<file path="src/rtl/deser_pkg.sv">
// Shared widths and the closed-word payload for the serial-to-parallel deserializer.
package deser_pkg;

    localparam int unsigned DESER_DATA_W  = 16;
    localparam int unsigned DESER_LEN_W   = $clog2(DESER_DATA_W);
    localparam int unsigned DESER_MIN_LEN = 3;

    // Closed word: left-aligned data plus bit count (0 means a full word)
    typedef struct packed {
        logic [DESER_DATA_W-1:0] data;
        logic [DESER_LEN_W-1:0]  len;
    } deser_word_t;

endpackage

</file>
<file path="src/rtl/deser_out_reg.sv">
// One-entry valid/ready holding register; a word offered while full and not draining is dropped.
module deser_out_reg
    import deser_pkg::*;
(
    input  logic        clk_i,
    input  logic        arstn_i,
    input  logic        load_i,
    input  deser_word_t word_i,
    input  logic        ready_i,
    output logic        val_o,
    output deser_word_t word_o,
    output logic        overrun_o
);

    logic        r_val;
    deser_word_t r_word;
    logic        r_overrun;
    logic        w_drain;
    logic        w_take;

    // Accept a new word when empty or when the current one leaves this same cycle
    assign w_drain = r_val && ready_i;
    assign w_take  = load_i && (!r_val || w_drain);

    always_ff @(posedge clk_i or negedge arstn_i) begin
        if (!arstn_i) begin
            r_val     <= 1'b0;
            r_word    <= '0;
            r_overrun <= 1'b0;
        end else begin
            r_overrun <= load_i && r_val && !ready_i;
            if (w_take) begin
                r_val  <= 1'b1;
                r_word <= word_i;
            end else if (w_drain) begin
                r_val  <= 1'b0;
            end
        end
    end

    assign val_o     = r_val;
    assign word_o    = r_word;
    assign overrun_o = r_overrun;

endmodule

</file>
<file path="src/rtl/deserializator.sv">
// Rebuilds MSB-first serial frames into left-aligned words with a bit count; short frames close
// when valid drops, runts are discarded with a pulse.
module deserializator
    import deser_pkg::*;
#(
    parameter int unsigned DATA_W  = DESER_DATA_W,
    parameter int unsigned MIN_LEN = DESER_MIN_LEN
) (
    input  logic                      clk_i,
    input  logic                      arstn_i,
    input  logic                      ser_data_i,
    input  logic                      ser_data_val_i,
    output logic [DATA_W-1:0]         deser_data_o,
    output logic [$clog2(DATA_W)-1:0] deser_len_o,
    output logic                      deser_data_val_o,
    input  logic                      deser_ready_i,
    output logic                      busy_o,
    output logic                      overrun_o,
    output logic                      runt_o
);

    localparam int unsigned LEN_W = $clog2(DATA_W);
    localparam int unsigned CNT_W = LEN_W + 1;

    logic [DATA_W-1:0] r_sreg;
    logic [CNT_W-1:0]  r_cnt;
    logic              r_runt;

    logic [DATA_W-1:0] w_sreg_nxt;
    logic              w_full_close;
    logic              w_short_close;
    logic              w_runt;
    logic              w_load;
    deser_word_t       w_word;
    deser_word_t       w_held;

    // Close decode: full word on the DATA_W-th bit, short word on the first gap of a frame
    always_comb begin
        w_sreg_nxt    = {r_sreg[DATA_W-2:0], ser_data_i};
        w_full_close  = ser_data_val_i && (r_cnt == CNT_W'(DATA_W - 1));
        w_short_close = !ser_data_val_i && (r_cnt != '0);
        w_runt        = w_short_close && (r_cnt < CNT_W'(MIN_LEN));
        w_load        = (w_full_close || w_short_close) && !w_runt;
        w_word.data   = w_full_close ? w_sreg_nxt
                                     : (r_sreg << (CNT_W'(DATA_W) - r_cnt));
        w_word.len    = w_full_close ? '0 : LEN_W'(r_cnt);
    end

    always_ff @(posedge clk_i or negedge arstn_i) begin
        if (!arstn_i) begin
            r_sreg <= '0;
            r_cnt  <= '0;
            r_runt <= 1'b0;
        end else begin
            r_runt <= w_runt;
            if (ser_data_val_i) begin
                r_sreg <= w_sreg_nxt;
                r_cnt  <= w_full_close ? '0 : r_cnt + CNT_W'(1);
            end else begin
                r_cnt  <= '0;
            end
        end
    end

    deser_out_reg u_out_reg (
        .clk_i     (clk_i),
        .arstn_i   (arstn_i),
        .load_i    (w_load),
        .word_i    (w_word),
        .ready_i   (deser_ready_i),
        .val_o     (deser_data_val_o),
        .word_o    (w_held),
        .overrun_o (overrun_o)
    );

    assign deser_data_o = w_held.data;
    assign deser_len_o  = w_held.len;
    assign busy_o       = (r_cnt != '0);
    assign runt_o       = r_runt;

endmodule

</file>
<file path="config.mk">
export PLATFORM = sky130hd
export DESIGN_NAME = deserializator
export DESIGN_NICKNAME = d
export VERILOG_FILES = /design/src/rtl/deser_pkg.sv /design/src/rtl/deser_out_reg.sv /design/src/rtl/deserializator.sv
export SDC_FILE = /design/constraint.sdc
export NUM_CORES = 1
export LEC_CHECK = 0
export CAP_MARGIN = 15
export CELL_PAD_IN_SITES_DETAIL_PLACEMENT = 1
export CELL_PAD_IN_SITES_GLOBAL_PLACEMENT = 1
export CORE_ASPECT_RATIO = 1.2
export CORE_UTILIZATION = 45
export CTS_BUF_LIST = sky130_fd_sc_hd__clkbuf_2
export DETAILED_ROUTE_END_ITERATION = 6
export GPL_TIMING_DRIVEN = 0
export PLACE_DENSITY_LB_ADDON = 0.1
export REMOVE_ABC_BUFFERS = 1
export SLEW_MARGIN = 20
export SYNTH_ARGS = -nofsm -noshare
export SYNTH_HDL_FRONTEND = slang
export SYNTH_SLANG_ARGS = --single-unit
</file>
<file path="constraint.sdc">
create_clock -name clk_i -period 9.36 [get_ports clk_i]
set_clock_uncertainty 0.2 [all_clocks]
set_input_delay 2.808 -clock clk_i [delete_from_list [all_inputs] [get_ports clk_i]]
set_output_delay 2.808 -clock clk_i [all_outputs]
set_load 0.01 [all_outputs]
</file>
==> results by group <==
Outcome
  – Status: completed

Clocking
  – Clock sinks: 44
  – CTS Buffer Depth: 2
  – Hold_buf cts: 0
  – CTS tree: yes
  – CTS root buffer: clkbuf_2
  – Postcts setup bufs: 0
  – CTS clk-pin slew, worst paths: 0.23 ns
  – H-tree level count: 2
  – Clk Latency, worst-skew pair: 0.42 ns
  – PostCTS Resize Cnt: 0
  – Num CTS Buffers: 5

Global routing
  – Grt ovf: 0
  – Vias in the first global route: 2110
  – First-pass GRT wire length: 11300 um
  – Antenna violations before repair: 0
  – Met1 GRT Util: 0.323
  – M2 GR Usage: 0.395
  – Global route hottest layer: met2
  – Largest net degree at the start of global routing: 30
  – M3 GR Usage: 0.0376
  – Total global-route track usage: 0.237

Finish
  – FILL cells: 600
  – Antenna diodes: 0
  – Fin cells: 306
  – Final nets: 249
  – Area Growth Syn to Fin: 13.5%
  – Register area: 1100 sq um
  – Multi-input combinational cell area: 1410 sq um
  – Share of layout cells above drive strength 1: 0.198

Timing
  – Measured slew at the worst slew-check pin: 0.910 ns
  – Setup TNS: 0 ns
  – Final Cycle Share: 0.623
  – Slew Viols, Final: 0
  – Final Hold Fails: 0
  – Fmax: 172 MHz
  – Final setup fails: 0
  – Relative slew slack: 0.393
  – Unrepaired setup endpoints after global routing: false
  – Final Critical Period: 5.83 ns
  – Final worst slack: 3.53 ns

Setup path
  – Crit path from: r_cnt[0]$_DFF_PN0_
  – Worst Path Required: 6.35 ns
  – Reg2reg path depth: 7
  – Crit Reg-Reg Endpoint: u_out_reg.word_o[4]$_DFFE_PN0P_
  – Crit Path Category: reg -> out
  – Kind of end point of the critical path: output port
  – Crit Reg-Reg Startpoint: r_cnt[0]$_DFF_PN0_
  – Crit path DAT: 2.82 ns
  – Startpoint types: flop
  – Worst Setup EP: busy_o
  – Crit-path max FO: 29
  – R2r setup slk: 5.39 ns

Synth
  – Yosys warns: 0
  – Synth async-reset ratio: 1.00
  – Most used DFF post-synth: dfrtp_1
  – Syn Area/Cell: 11.8 sq um
  – Count leader, synth: dfrtp_1
  – Synth area leaders: dfrtp_1, mux4_2, mux2_2
  – Yosys reg bits: 44
  – Post-synth top cells: dfrtp_1, mux2_2, mux2i_1
  – Yosys top cell by area: dfrtp_1
  – Synthesized area: 2630 sq um
  – Post-Synthesis Cells: 223
  – Yosys cell types: 45
  – Top-area cell type share of the netlist area: 0.419
  – EDFF count, synth: 0
  – Part of the Yosys area used for sequential elements: 0.419

Die
  – Initial core utilization: 0.467
  – Core Rows: 30
  – Die area: 6160 sq um
  – IO Count: 29
  – Chip width: 71.8 um
  – Chip height: 85.7 um
  – Core ar.: 5630 sq um

Placement
  – Post-Place Cells: 298
  – DP Worst Slack: 2.89 ns
  – Port bufs: 28
  – Detailed placement HPWL: 4590 um
  – Final Wtd Congestion: 0.823

Pwr
  – P per Cell Area: 250 nW/um^2
  – Maximum vdd drop: 0.105 mV
  – Leak: 1.19 nW

Worst hold path
  – Hold Crit Class: reg -> reg

Run
  – Max-cap check violation count: 0

Route
  – Routed len/inst: 21.4 um
  – Drt pass-1 iters: 4
  – Remaining antenna violation count: 0
  – Via/cell ratio: 6.46
  – Routed WL: 6550 um
  – Vias: 1978
  – Iter 0 DRT Violations: 124
  – # DRC: 0
[cell usage in the layout, fill, tap and decap left out, types with 2 or more instances in the layout]
cell,instances
o31ai_1,2
clkdlybuf4s50_1,26
buf_2,2
xor2_1,2
mux2_2,17
o22a_1,8
nand2b_1,3
a31oi_1,2
nor2_1,11
mux4_2,12
clkbuf_2,6
dfrtp_1,43
nor3_2,3
nand2_1,3
inv_1,9
ha_1,3
o21ai_1,3
mux2_1,8
a21oi_1,2
nand3_1,10
o41ai_1,2
nor3b_1,4
nand4_1,4
and2_1,2
nor3_1,9
and3_1,3
o2bb2ai_1,3
o221ai_1,6
mux2i_1,16
[sequential cells by signal (all words and copies together) (netlist names)]
signal	flops
r_cnt	5
r_sreg	16
runt_o	1
u_out_reg.overrun_o	1
u_out_reg.val_o	1
u_out_reg.word_o	20
[how the worst min path moves through the flow]
stage	end	depth (start not counted)	start	slack [ns]
after detailed placement	u_out_reg.word_o[10]$_DFFE_PN0P_	1	u_out_reg.word_o[10]$_DFFE_PN0P_	0.28
final	u_out_reg.word_o[2]$_DFFE_PN0P_	1	u_out_reg.word_o[2]$_DFFE_PN0P_	0.32
after global routing	u_out_reg.word_o[18]$_DFFE_PN0P_	1	u_out_reg.word_o[18]$_DFFE_PN0P_	0.36
after floorplan	r_sreg[15]$_DFFE_PN0P_	1	r_sreg[15]$_DFFE_PN0P_	0.28
after CTS	u_out_reg.word_o[2]$_DFFE_PN0P_	1	u_out_reg.word_o[2]$_DFFE_PN0P_	0.33
after global placement	u_out_reg.word_o[2]$_DFFE_PN0P_	1	u_out_reg.word_o[2]$_DFFE_PN0P_	0.27
[power by group]
| part | switching, mW | leakage [nW] | internal [mW] |
|---|---|---|---|
| sequential | 0.0641 | 0.543 | 0.255 |
| clock | 0.0633 | 0.0430 | 0.0459 |
| combinational | 0.131 | 0.606 | 0.187 |
[critical path, stage by stage, from the launching register on]
cell and delay (ns):
dfrtp_2 0.89, inv_1 0.12, ha_1 0.34, nor3b_1 0.19, ha_1 0.26, inv_1 0.06
clkdlybuf4s50_1 0.52
[final cells by class]
class | count | area share
inverter | 9 | 0.0113
clock inverter | 2 | 0.0117
multi-input combinational | 152 | 0.474
timing repair buffer | 29 | 0.0972
clock buffer | 6 | 0.0101
sequential | 44 | 0.369
tap | 64 | 0.0268
[through the flow]
step | utilization | total power, mW | hold WS, ns | cell area [sq um]
2_1_floorplan | - | 0.498 | 0.280 | 2530
3_5_place_dp | 0.517 | 0.643 | 0.280 | 2910
5_1_grt | 0.530 | 0.793 | 0.362 | 2990
3_3_place_gp | 0.514 | 0.625 | 0.272 | 2890
4_1_cts | 0.528 | 0.753 | 0.333 | 2970
6_report | 0.530 | 0.747 | 0.324 | 2990
[cells by family (layout without fill, tap and decap cells)]
group,after synthesis,after routing,share of synthesized area
simple gates,55,55,0.115
mux,53,53,0.271
flops,44,44,0.419
compound gates,38,38,0.119
buf+inv,27,46,0.0500
fa+ha+maj,3,3,0.0143
xor+xnor,3,3,0.0128
[layer usage]
layer | routed length (um) | part of all wire | vias up
met5 | 0 | 0 | -
met4 | 51 | 0.0078 | 0
met3 | 212 | 0.032 | 7
met2 | 3470 | 0.53 | 40
met1 | 2820 | 0.43 | 1044
li1 | - | - | 887
(Power assumes the default switching activity.)
